--- src/rtl/uart_alu_ctrl.sv ---
// UART command controller: gathers operand A, operand B and an opcode from the RX FIFO,
// runs the built-in ALU and streams the result to the TX FIFO. Optional status byte: ALU_STATUS_BYTE_EN.
module uart_alu_ctrl #(
  parameter int unsigned DATA_W  = 8,
  parameter int unsigned TIMEOUT = 1000000
) (
  input  logic       i_clk,
  input  logic       i_reset,
  input  logic       i_rx_empty,
  input  logic [7:0] i_r_data,
  output logic       o_rd_uart,
  input  logic       i_tx_full,
  output logic [7:0] o_w_data,
  output logic       o_wr_uart,
  output logic       o_busy,
  output logic       o_err_timeout
);

  localparam int unsigned NBYTES = DATA_W / 8;
  localparam int unsigned CNT_W  = (NBYTES > 1) ? $clog2(NBYTES) : 1;
  localparam int unsigned TO_W   = (TIMEOUT > 1) ? $clog2(TIMEOUT) : 1;

  localparam logic [5:0] OP_ADD = 6'h20;
  localparam logic [5:0] OP_SUB = 6'h22;
  localparam logic [5:0] OP_AND = 6'h24;
  localparam logic [5:0] OP_OR  = 6'h25;
  localparam logic [5:0] OP_XOR = 6'h26;
  localparam logic [5:0] OP_NOR = 6'h27;
  localparam logic [5:0] OP_SRL = 6'h02;
  localparam logic [5:0] OP_SRA = 6'h03;

  typedef enum logic [2:0] {
    S_RX_A,
    S_RX_B,
    S_RX_OP,
    S_EXEC,
    S_TX
`ifdef ALU_STATUS_BYTE_EN
    , S_STATUS
`endif
  } state_t;

  state_t              r_state, w_state_nxt;
  logic [CNT_W-1:0]    r_cnt, w_cnt_nxt;
  logic [TO_W-1:0]     r_to_cnt, w_to_nxt;
  logic                r_err, w_err_nxt;
  logic [DATA_W-1:0]   r_a, r_b, r_result;
  logic [5:0]          r_op;

  logic                w_rx_st, w_pop, w_push, w_busy;
  logic                w_last_byte;
  logic [DATA_W-1:0]   w_sum, w_diff, w_alu;
  logic                w_big;

  // Handshakes are qualified by reset so nothing moves while the block is held in reset.
  assign w_rx_st     = (r_state == S_RX_A) || (r_state == S_RX_B) || (r_state == S_RX_OP);
  assign w_pop       = i_reset && w_rx_st && !i_rx_empty;
`ifdef ALU_STATUS_BYTE_EN
  assign w_push      = i_reset && ((r_state == S_TX) || (r_state == S_STATUS)) && !i_tx_full;
`else
  assign w_push      = i_reset && (r_state == S_TX) && !i_tx_full;
`endif
  assign w_busy      = (r_state != S_RX_A) || (r_cnt != '0);
  assign w_last_byte = (r_cnt == CNT_W'(NBYTES - 1));

  // State register
  always_ff @(posedge i_clk or negedge i_reset) begin
    if (!i_reset) begin
      r_state  <= S_RX_A;
      r_cnt    <= '0;
      r_to_cnt <= '0;
      r_err    <= 1'b0;
    end else begin
      r_state  <= w_state_nxt;
      r_cnt    <= w_cnt_nxt;
      r_to_cnt <= w_to_nxt;
      r_err    <= w_err_nxt;
    end
  end

  // Next-state, shared byte counter and inter-byte timeout
  always_comb begin
    w_state_nxt = r_state;
    w_cnt_nxt   = r_cnt;
    w_to_nxt    = '0;
    w_err_nxt   = 1'b0;
    case (r_state)
      S_RX_A: begin
        if (w_pop) begin
          if (w_last_byte) begin
            w_state_nxt = S_RX_B;
            w_cnt_nxt   = '0;
          end else begin
            w_cnt_nxt = r_cnt + CNT_W'(1);
          end
        end
      end
      S_RX_B: begin
        if (w_pop) begin
          if (w_last_byte) begin
            w_state_nxt = S_RX_OP;
            w_cnt_nxt   = '0;
          end else begin
            w_cnt_nxt = r_cnt + CNT_W'(1);
          end
        end
      end
      S_RX_OP: begin
        if (w_pop) begin
          w_state_nxt = S_EXEC;
          w_cnt_nxt   = '0;
        end
      end
      S_EXEC: begin
        w_state_nxt = S_TX;
        w_cnt_nxt   = '0;
      end
      S_TX: begin
        if (w_push) begin
          if (w_last_byte) begin
`ifdef ALU_STATUS_BYTE_EN
            w_state_nxt = S_STATUS;
`else
            w_state_nxt = S_RX_A;
`endif
            w_cnt_nxt   = '0;
          end else begin
            w_cnt_nxt = r_cnt + CNT_W'(1);
          end
        end
      end
`ifdef ALU_STATUS_BYTE_EN
      S_STATUS: begin
        if (w_push) begin
          w_state_nxt = S_RX_A;
          w_cnt_nxt   = '0;
        end
      end
`endif
      default: begin
        w_state_nxt = S_RX_A;
        w_cnt_nxt   = '0;
      end
    endcase
    // A pop always clears the idle count, so a pop on the expiry cycle keeps the frame alive.
    if (w_rx_st && w_busy && !w_pop) begin
      if (r_to_cnt == TO_W'(TIMEOUT - 1)) begin
        w_state_nxt = S_RX_A;
        w_cnt_nxt   = '0;
        w_err_nxt   = 1'b1;
      end else begin
        w_to_nxt = r_to_cnt + TO_W'(1);
      end
    end
  end

`ifdef ALU_STATUS_BYTE_EN
  logic       w_carry_add, w_borrow, w_carry, w_ovf, w_invalid;
  logic [7:0] r_status;

  assign {w_carry_add, w_sum} = {1'b0, r_a} + {1'b0, r_b};
  assign {w_borrow, w_diff}   = {1'b0, r_a} - {1'b0, r_b};
  assign w_carry   = (r_op == OP_ADD) ? w_carry_add : ((r_op == OP_SUB) ? w_borrow : 1'b0);
  assign w_invalid = !(r_op inside {OP_ADD, OP_SUB, OP_AND, OP_OR, OP_XOR, OP_NOR, OP_SRL, OP_SRA});

  // Signed overflow: same-sign inputs to ADD (or opposite-sign to SUB) yielding a sign flip.
  always_comb begin
    w_ovf = 1'b0;
    if (r_op == OP_ADD)
      w_ovf = (r_a[DATA_W-1] == r_b[DATA_W-1]) && (w_sum[DATA_W-1] != r_a[DATA_W-1]);
    else if (r_op == OP_SUB)
      w_ovf = (r_a[DATA_W-1] != r_b[DATA_W-1]) && (w_diff[DATA_W-1] != r_a[DATA_W-1]);
  end
`else
  assign w_sum  = r_a + r_b;
  assign w_diff = r_a - r_b;
`endif

  assign w_big = (r_b >= DATA_W'(DATA_W));

  // ALU result; unknown opcodes produce zero
  always_comb begin
    w_alu = '0;
    case (r_op)
      OP_ADD:  w_alu = w_sum;
      OP_SUB:  w_alu = w_diff;
      OP_AND:  w_alu = r_a & r_b;
      OP_OR:   w_alu = r_a | r_b;
      OP_XOR:  w_alu = r_a ^ r_b;
      OP_NOR:  w_alu = ~(r_a | r_b);
      OP_SRL:  w_alu = w_big ? '0 : (r_a >> r_b);
      OP_SRA:  w_alu = w_big ? {DATA_W{r_a[DATA_W-1]}} : DATA_W'($signed(r_a) >>> r_b);
      default: w_alu = '0;
    endcase
  end

  // Operands shift in from the top so the first (least significant) byte lands at the bottom.
  always_ff @(posedge i_clk or negedge i_reset) begin
    if (!i_reset) begin
      r_a      <= '0;
      r_b      <= '0;
      r_op     <= '0;
      r_result <= '0;
`ifdef ALU_STATUS_BYTE_EN
      r_status <= '0;
`endif
    end else begin
      if (w_pop && (r_state == S_RX_A))
        r_a <= DATA_W'({i_r_data, r_a} >> 8);
      if (w_pop && (r_state == S_RX_B))
        r_b <= DATA_W'({i_r_data, r_b} >> 8);
      if (w_pop && (r_state == S_RX_OP))
        r_op <= i_r_data[5:0];
      if (r_state == S_EXEC) begin
        r_result <= w_alu;
`ifdef ALU_STATUS_BYTE_EN
        r_status <= {3'b000, w_invalid, w_ovf, w_alu[DATA_W-1], w_carry, (w_alu == '0)};
`endif
      end else if (w_push && (r_state == S_TX)) begin
        r_result <= DATA_W'({8'h00, r_result} >> 8);
      end
    end
  end

  // Current TX byte; held steady while the TX FIFO is full
  always_comb begin
    o_w_data = 8'h00;
    case (r_state)
      S_TX:     o_w_data = r_result[7:0];
`ifdef ALU_STATUS_BYTE_EN
      S_STATUS: o_w_data = r_status;
`endif
      default:  o_w_data = 8'h00;
    endcase
  end

  assign o_rd_uart     = w_pop;
  assign o_wr_uart     = w_push;
  assign o_busy        = w_busy;
  assign o_err_timeout = r_err;

endmodule

--- config.mk ---
export PLATFORM = sky130hd
export DESIGN_NAME = uart_alu_ctrl
export DESIGN_NICKNAME = d
export VERILOG_FILES = /design/src/rtl/uart_alu_ctrl.sv
export SDC_FILE = /design/constraint.sdc
export NUM_CORES = 1
export LEC_CHECK = 0
export BUFFER_PORTS_ARGS = -buffer_cell sky130_fd_sc_hd__buf_2
export CORE_MARGIN = 2
export CORE_UTILIZATION = 54
export CTS_CLUSTER_SIZE = 28
export DETAILED_ROUTE_END_ITERATION = 7
export GPL_ROUTABILITY_DRIVEN = 0
export PLACE_DENSITY = 0.75
export SKIP_CTS_REPAIR_TIMING = 1
export SLEW_MARGIN = 20
export SYNTH_ARGS = -nofsm -noshare
export SYNTH_HDL_FRONTEND = slang
export SYNTH_SLANG_ARGS = --single-unit
export TNS_END_PERCENT = 10
--- constraint.sdc ---
create_clock -name i_clk -period 6.85 [get_ports i_clk]
set_input_delay 1.0275 -clock i_clk [delete_from_list [all_inputs] [get_ports i_clk]]
set_output_delay 1.0275 -clock i_clk [all_outputs]
set_load 0.1 [all_outputs]
==> flow_metrics.env, run 1 <==
export IMPL_worstReg2RegStart="r_op[0]$_DFFE_PN0P_"
export IMPL_ios=24
export IMPL_cp_cell_sequence="buf_2 > buf_4 > nand2b_1 > nor2_1 > and2_1 > buf_2"
export IMPL_leakagePower_uw=0.00191
export IMPL_endpoint_kind="output port"
export IMPL_antenna_cells=0
export IMPL_ys_seq_area_share_pct=34.3
export IMPL_insertion_delay_ns=0.30
export IMPL_grt_pass1_wl_mm=14.4
export IMPL_hold_start="r_result[3]$_DFFE_PN0P_"
export IMPL_crit_family="buffers and inverters"
export IMPL_max_freq_mhz=264
export IMPL_die_h_um=90.2
export IMPL_synth_area_leaders="dfrtp_1 34%, ha_1 7.8%, mux2_2 6.7%"
export IMPL_critical_path_class="in2out"
export IMPL_start_kind="input port"
export IMPL_synth_main_ff_cell="dfrtp_1"
export IMPL_grt_max_degree=59
export IMPL_fin_tns_setup_ns=0
export IMPL_reg2reg_depth=11
export IMPL_start_util_pct=55.6
export IMPL_max_slew_margin_pct=31.1
export IMPL_finalWorstSetupSlack_ns=3.07
export IMPL_synthAdderAreaFrac_pct=8.29
export IMPL_p_total_uw=1990
export IMPL_muxShareOfSynthArea_pct=13.4
export IMPL_slowest_delay_ns=0.54
export IMPL_async_flop_share_pct=100
export IMPL_cts_buffers=5
export IMPL_dp_hpwl_mm=6.49
export IMPL_synth_xor_area_share_pct=6.55
export IMPL_top_usage_layer="met2"
export IMPL_grt_antenna_before_repair=0
export IMPL_cap_violations=0
export IMPL_vias=3257
export IMPL_synth_edf_count=0
export IMPL_status="finished, final reports clean"
export IMPL_syn_avg_cell_area_sq_um=9.31
export IMPL_cp_max_fo=58
export IMPL_area_growth_pct=5.86
export IMPL_ys_types=60
export IMPL_grt_overflow_total=0
export IMPL_use_met2_pct=33.8
export IMPL_ys_warn_count=0
export IMPL_tightest_slew_ns=1.03
export IMPL_core_sq_um=7210
export IMPL_synthesis_nets=469
export IMPL_vias_per_cell=5.99
export IMPL_ys_ff_latch=55
export IMPL_cp_num_cells=6
export IMPL_setup_reg_to_reg_worst_slack_ns=3.55
export IMPL_synth_simple_gate_area_share_pct=19.7
export IMPL_clk_path_buf_depth=2
export IMPL_drc=0
export IMPL_holdPathStages=2
export IMPL_p_per_area_nw_per_um2=468
export IMPL_yosys_area_top_type="dfrtp_1"
export IMPL_grt_util_all_layers_pct=21.3
export IMPL_setup_viol=0
export IMPL_fin_crit_sh_pct=55.2
export IMPL_period_needed_ns=3.78
export IMPL_slew_viol_final=0
export IMPL_clock_skew_ns=0.0143
export IMPL_synth_most_common_cell="dfrtp_1"
export IMPL_cts_tree="yes"
export IMPL_synth_top_area_share_pct=34.3
export IMPL_r2r_end="r_result[6]$_DFFE_PN0P_"
export IMPL_vdd_drop_max_mv=0.233
export IMPL_wl_per_cell_um=15.9
export IMPL_htreeDepth=2
export IMPL_crit_required_ns=5.82
export IMPL_first_pass_iters=6
export IMPL_rsz0062_at_grt="false"
export IMPL_cp_common_cell="buf_2"
export IMPL_synthTopCellsByCount="55 x dfrtp_1, 50 x nor2_1, 36 x nand2_1, 25 x ha_1"
export IMPL_clkSlewWorstSetupHoldPaths_ns=0.09
export IMPL_path_buf_inv=3
export IMPL_cp_arrival_ns=2.75
export IMPL_post_place_ws_ns=3.04
export IMPL_root_buffer="clkbuf_8"
export IMPL_grt_util_met1_pct=30.6
export IMPL_synth_compound_area_share_pct=12.8
export IMPL_synth_top_family_by_area="simple AND/OR/NAND/NOR gates"
export IMPL_wl_mm=8.63
export IMPL_hold_path_class="reg2reg"
export IMPL_drive_gt1_share_pct=15.7
export IMPL_die_w_um=90.2
export IMPL_drtIter0Drc=194
export IMPL_cts_num_sinks=55
export IMPL_holdPathEnd="r_result[3]$_DFFE_PN0P_"
export IMPL_synth_area_sq_um=4010
export IMPL_hold_viol=0
export IMPL_nNetsFinal=482
export IMPL_final_antenna_net_count=0
export IMPL_slowest_stage="buf_4"
export IMPL_syn_inst=431
export IMPL_io_buffers=23
export IMPL_die_area_sq_um=8140
export IMPL_grt_pass1_vias=3072
export IMPL_fp_row_count=31
export IMPL_use_met3_pct=3.44
-- worst max path at each step --
stage / from / endpoint / slack, ns
3_5_place_dp: i_reset / o_rd_uart / 3.04
4_1_cts: i_reset / o_rd_uart / 3.02
3_3_place_gp: i_reset / o_rd_uart / 3.08
6_report: i_reset / o_rd_uart / 3.07
2_1_floorplan: i_tx_full / o_wr_uart / 3.37
5_1_grt: i_reset / o_rd_uart / 2.83
-- layout make-up --
class                           instances  area, sq um
Sequential cell                        55         1380
Tap cell                               99          124
Fill cell                             667         2970
Clock inverter                          2         16.3
Timing Repair Buffer                   24          123
Clock buffer                            6         82.6
Multi-Input combinational cell        334         2440
Inverter                               24         90.1
-- metal layers --
layer	wire (um)	part of all wire, %	up-vias
met4	161	1.9	0
met2	3890	45	133
met3	499	5.8	23
li1	-	-	1556
met5	0	0	-
met1	4080	47	1545
-- where the power goes --
group          switching [uW]  total (uW)  internal [uW]  leakage [uW]
registers                 245         657            412      0.000722
logic                     624        1150            521       0.00114
clock network             102         184           82.7     0.0000474
total                     970        1990           1020       0.00191
-- flip-flops by register name, indices dropped and copies added (netlist names) --
signal / count
r_cnt: 1
r_op: 6
r_b: 8
r_state: 3
r_a: 8
r_to_cnt: 20
o_err_timeout: 1
r_result: 8
-- layout by cell type (no fill, tap or decap), drive strengths merged, types with 2 or more instances in the layout --
cell	n
a211oi	2
a21o	2
a21oi	21
a221o	5
a22oi	3
a31oi	5
and2	5
and3	13
buf	24
clkbuf	6
dfrtp	55
ha	25
inv	24
mux2	24
mux2i	17
mux4	4
nand2	36
nand2b	5
nand3	15
nand3b	2
nand4	5
nand4b	2
nor2	52
nor2b	4
nor3	5
nor4	4
nor4b	3
o2111ai	3
o211ai	6
o21ai	18
o221a	3
o22ai	4
or2	2
xnor2	14
xor2	16
-- logic make-up after synthesis --
family / Yosys count
buf+inv: 42
flops: 55
simple gates: 156
xor+xnor: 30
fa+ha+maj: 26
compound gates: 77
mux: 45
-- worst min-delay path: cells and delay by family (launching register included) --
kind,cells,cell delay (ns)
compound gates,1,0.06
simple gates,1,0.05
flops,1,0.35
-- stage by stage --
| step | utilization (%) | hold slack (ns) | instances | area [sq um] |
|---|---|---|---|---|
| final | 58.9 | 0.496 | 544 | 4250 |
| after global routing | 58.9 | 0.537 | 544 | 4250 |
| after CTS | 58.9 | 0.504 | 544 | 4250 |
| after detailed placement | 57.5 | 0.484 | 536 | 4150 |
| after global placement | 57.5 | 0.469 | 536 | 4150 |
| after floorplan | - | 0.447 | 431 | 4010 |
Power figures use the tool's default switching activity.
==> run 2: changes to the inputs <==
- PLACE_DENSITY: 0.75 -> 0.78
- clock period: 6.85 -> 3.2 ns (I/O delays scaled with it)
==> flow_metrics.env, run 2 (same netlist as run 1, synthesis figures left out) <==
export IMPL_status="finished, final reports clean"
export IMPL_worstReg2RegStart="r_op[2]$_DFFE_PN0P_"
export IMPL_root_buffer="clkbuf_8"
export IMPL_area_growth_pct=7.01
export IMPL_core_sq_um=7210
export IMPL_hold_viol=0
export IMPL_cts_buffers=5
export IMPL_max_freq_mhz=339
export IMPL_clk_path_buf_depth=2
export IMPL_start_kind="flop"
export IMPL_vias=3314
export IMPL_ios=24
export IMPL_tightest_slew_ns=0.667
export IMPL_start_util_pct=55.6
export IMPL_rsz0062_at_grt="false"
export IMPL_cap_violations=0
export IMPL_grt_pass1_wl_mm=15.1
export IMPL_crit_start="r_op[2]$_DFFE_PN0P_"
export IMPL_final_cell_mix="55 x dfrtp_1, 50 x nor2_1, 36 x nand2_1"
export IMPL_cp_max_fo=7
export IMPL_clock_skew_ns=0.0122
export IMPL_die_h_um=90.2
export IMPL_grt_max_degree=42
export IMPL_setup_viol=0
export IMPL_drc=0
export IMPL_die_w_um=90.2
export IMPL_drtIter0Drc=273
export IMPL_period_needed_ns=2.95
export IMPL_leakagePower_uw=0.00194
export IMPL_first_pass_iters=6
export IMPL_die_area_sq_um=8140
export IMPL_insertion_delay_ns=0.31
export IMPL_fin_tns_setup_ns=0
export IMPL_endpoint_kind="flop"
export IMPL_dp_hpwl_mm=6.74
export IMPL_slew_viol_final=0
export IMPL_final_antenna_net_count=0
export IMPL_grt_pass1_vias=3157
export IMPL_nNetsFinal=487
export IMPL_cts_tree="yes"
export IMPL_grt_util_all_layers_pct=22.5
export IMPL_grt_antenna_before_repair=0
export IMPL_max_slew_margin_pct=55.1
export IMPL_htreeDepth=2
export IMPL_mostFrequentLayoutCell="dfrtp_1"
export IMPL_vias_per_cell=6.04
export IMPL_critical_path_class="reg2reg"
export IMPL_cp_arrival_ns=3.14
export IMPL_fp_row_count=31
export IMPL_largest_register="r_to_cnt"
export IMPL_cts_num_sinks=55
export IMPL_post_place_ws_ns=0.301
export IMPL_clkSlewWorstSetupHoldPaths_ns=0.11
export IMPL_antenna_cells=0
export IMPL_crit_required_ns=3.40
export IMPL_io_buffers=23
export IMPL_hold_path_class="in2async"
export IMPL_drive_gt1_share_pct=16.7
export IMPL_wl_per_cell_um=16.2
export IMPL_p_per_area_nw_per_um2=1010
export IMPL_finalWorstSetupSlack_ns=0.253
export IMPL_largest_reg_flops=20
export IMPL_wl_mm=8.90
export IMPL_fin_crit_sh_pct=92.1
export IMPL_fill_cells=630
export IMPL_grt_overflow_total=0
export IMPL_vdd_drop_max_mv=0.486
[run 2: path summary, 6_finish.rpt]
| check | to | cells after the start | slack (ns) |
|---|---|---|---|
| max in group asynchronous | r_b[6]$_DFFE_PN0P_ | 2 | 2.31 |
| min | r_state[0]$_DFF_PN0_ | 1 | 0.06 |
| max | r_result[6]$_DFFE_PN0P_ | 11 | 0.25 |
| min reg2reg | r_result[3]$_DFFE_PN0P_ | 2 | 0.50 |
| max reg2reg | r_result[6]$_DFFE_PN0P_ | 11 | 0.25 |
| min in group i_clk | r_a[7]$_DFFE_PN0P_ | 2 | 0.41 |
[run 2: per-stage QoR]
| step | total power, uW | area [sq um] | utilization [%] | hold slack [ns] | cells |
|---|---|---|---|---|---|
| 2_1_floorplan | 3370 | 4010 | - | 0.184 | 431 |
| 3_3_place_gp | 3780 | 4200 | 58.3 | 0.413 | 541 |
| 3_5_place_dp | 3910 | 4200 | 58.3 | 0.421 | 541 |
| 4_1_cts | 4320 | 4300 | 59.5 | 0.0663 | 549 |
| 5_1_grt | 4700 | 4300 | 59.5 | 0.0773 | 549 |
| 6_report | 4340 | 4300 | 59.5 | 0.0628 | 549 |
[run 2: cell type report]
class	count	area, sq um	share of cell area (%)
multi-input cells	334	2440	56.7
flip-flops and latches	55	1380	32.0
repair buffers	29	175	4.08
well taps	99	124	2.88
inverters	24	90.1	2.10
clock buffers	5	68.8	1.60
clock inverters	3	23.8	0.553
[run 2: power breakdown]
group          total [uW]  switching, uW  leakage (uW)  internal [uW]
sequential           1270            380      0.000722            885
clock                 394            235     0.0000461            158
combinational        2680           1520       0.00117           1160
[run 2: per-layer routing]
metal,track usage [%],vias to the layer above,wire (um)
met2,35.2,142,4020
met4,6.92,0,195
met3,4.86,24,682
li1,-,1567,-
met1,31.5,1581,4000
met5,0,-,0
[run 2: worst max-delay path, cell delays in order (launching register included)]
cell and delay [ns]:
dfrtp_1 0.44, nor4b_1 0.53, and2_1 0.28, nor2_1 0.07, xnor2_1 0.12, ha_1 0.33, nor2b_1 0.16, nor3_1 0.21
o21bai_1 0.11, a21oi_1 0.19, xnor2_1 0.08, a221o_1 0.32
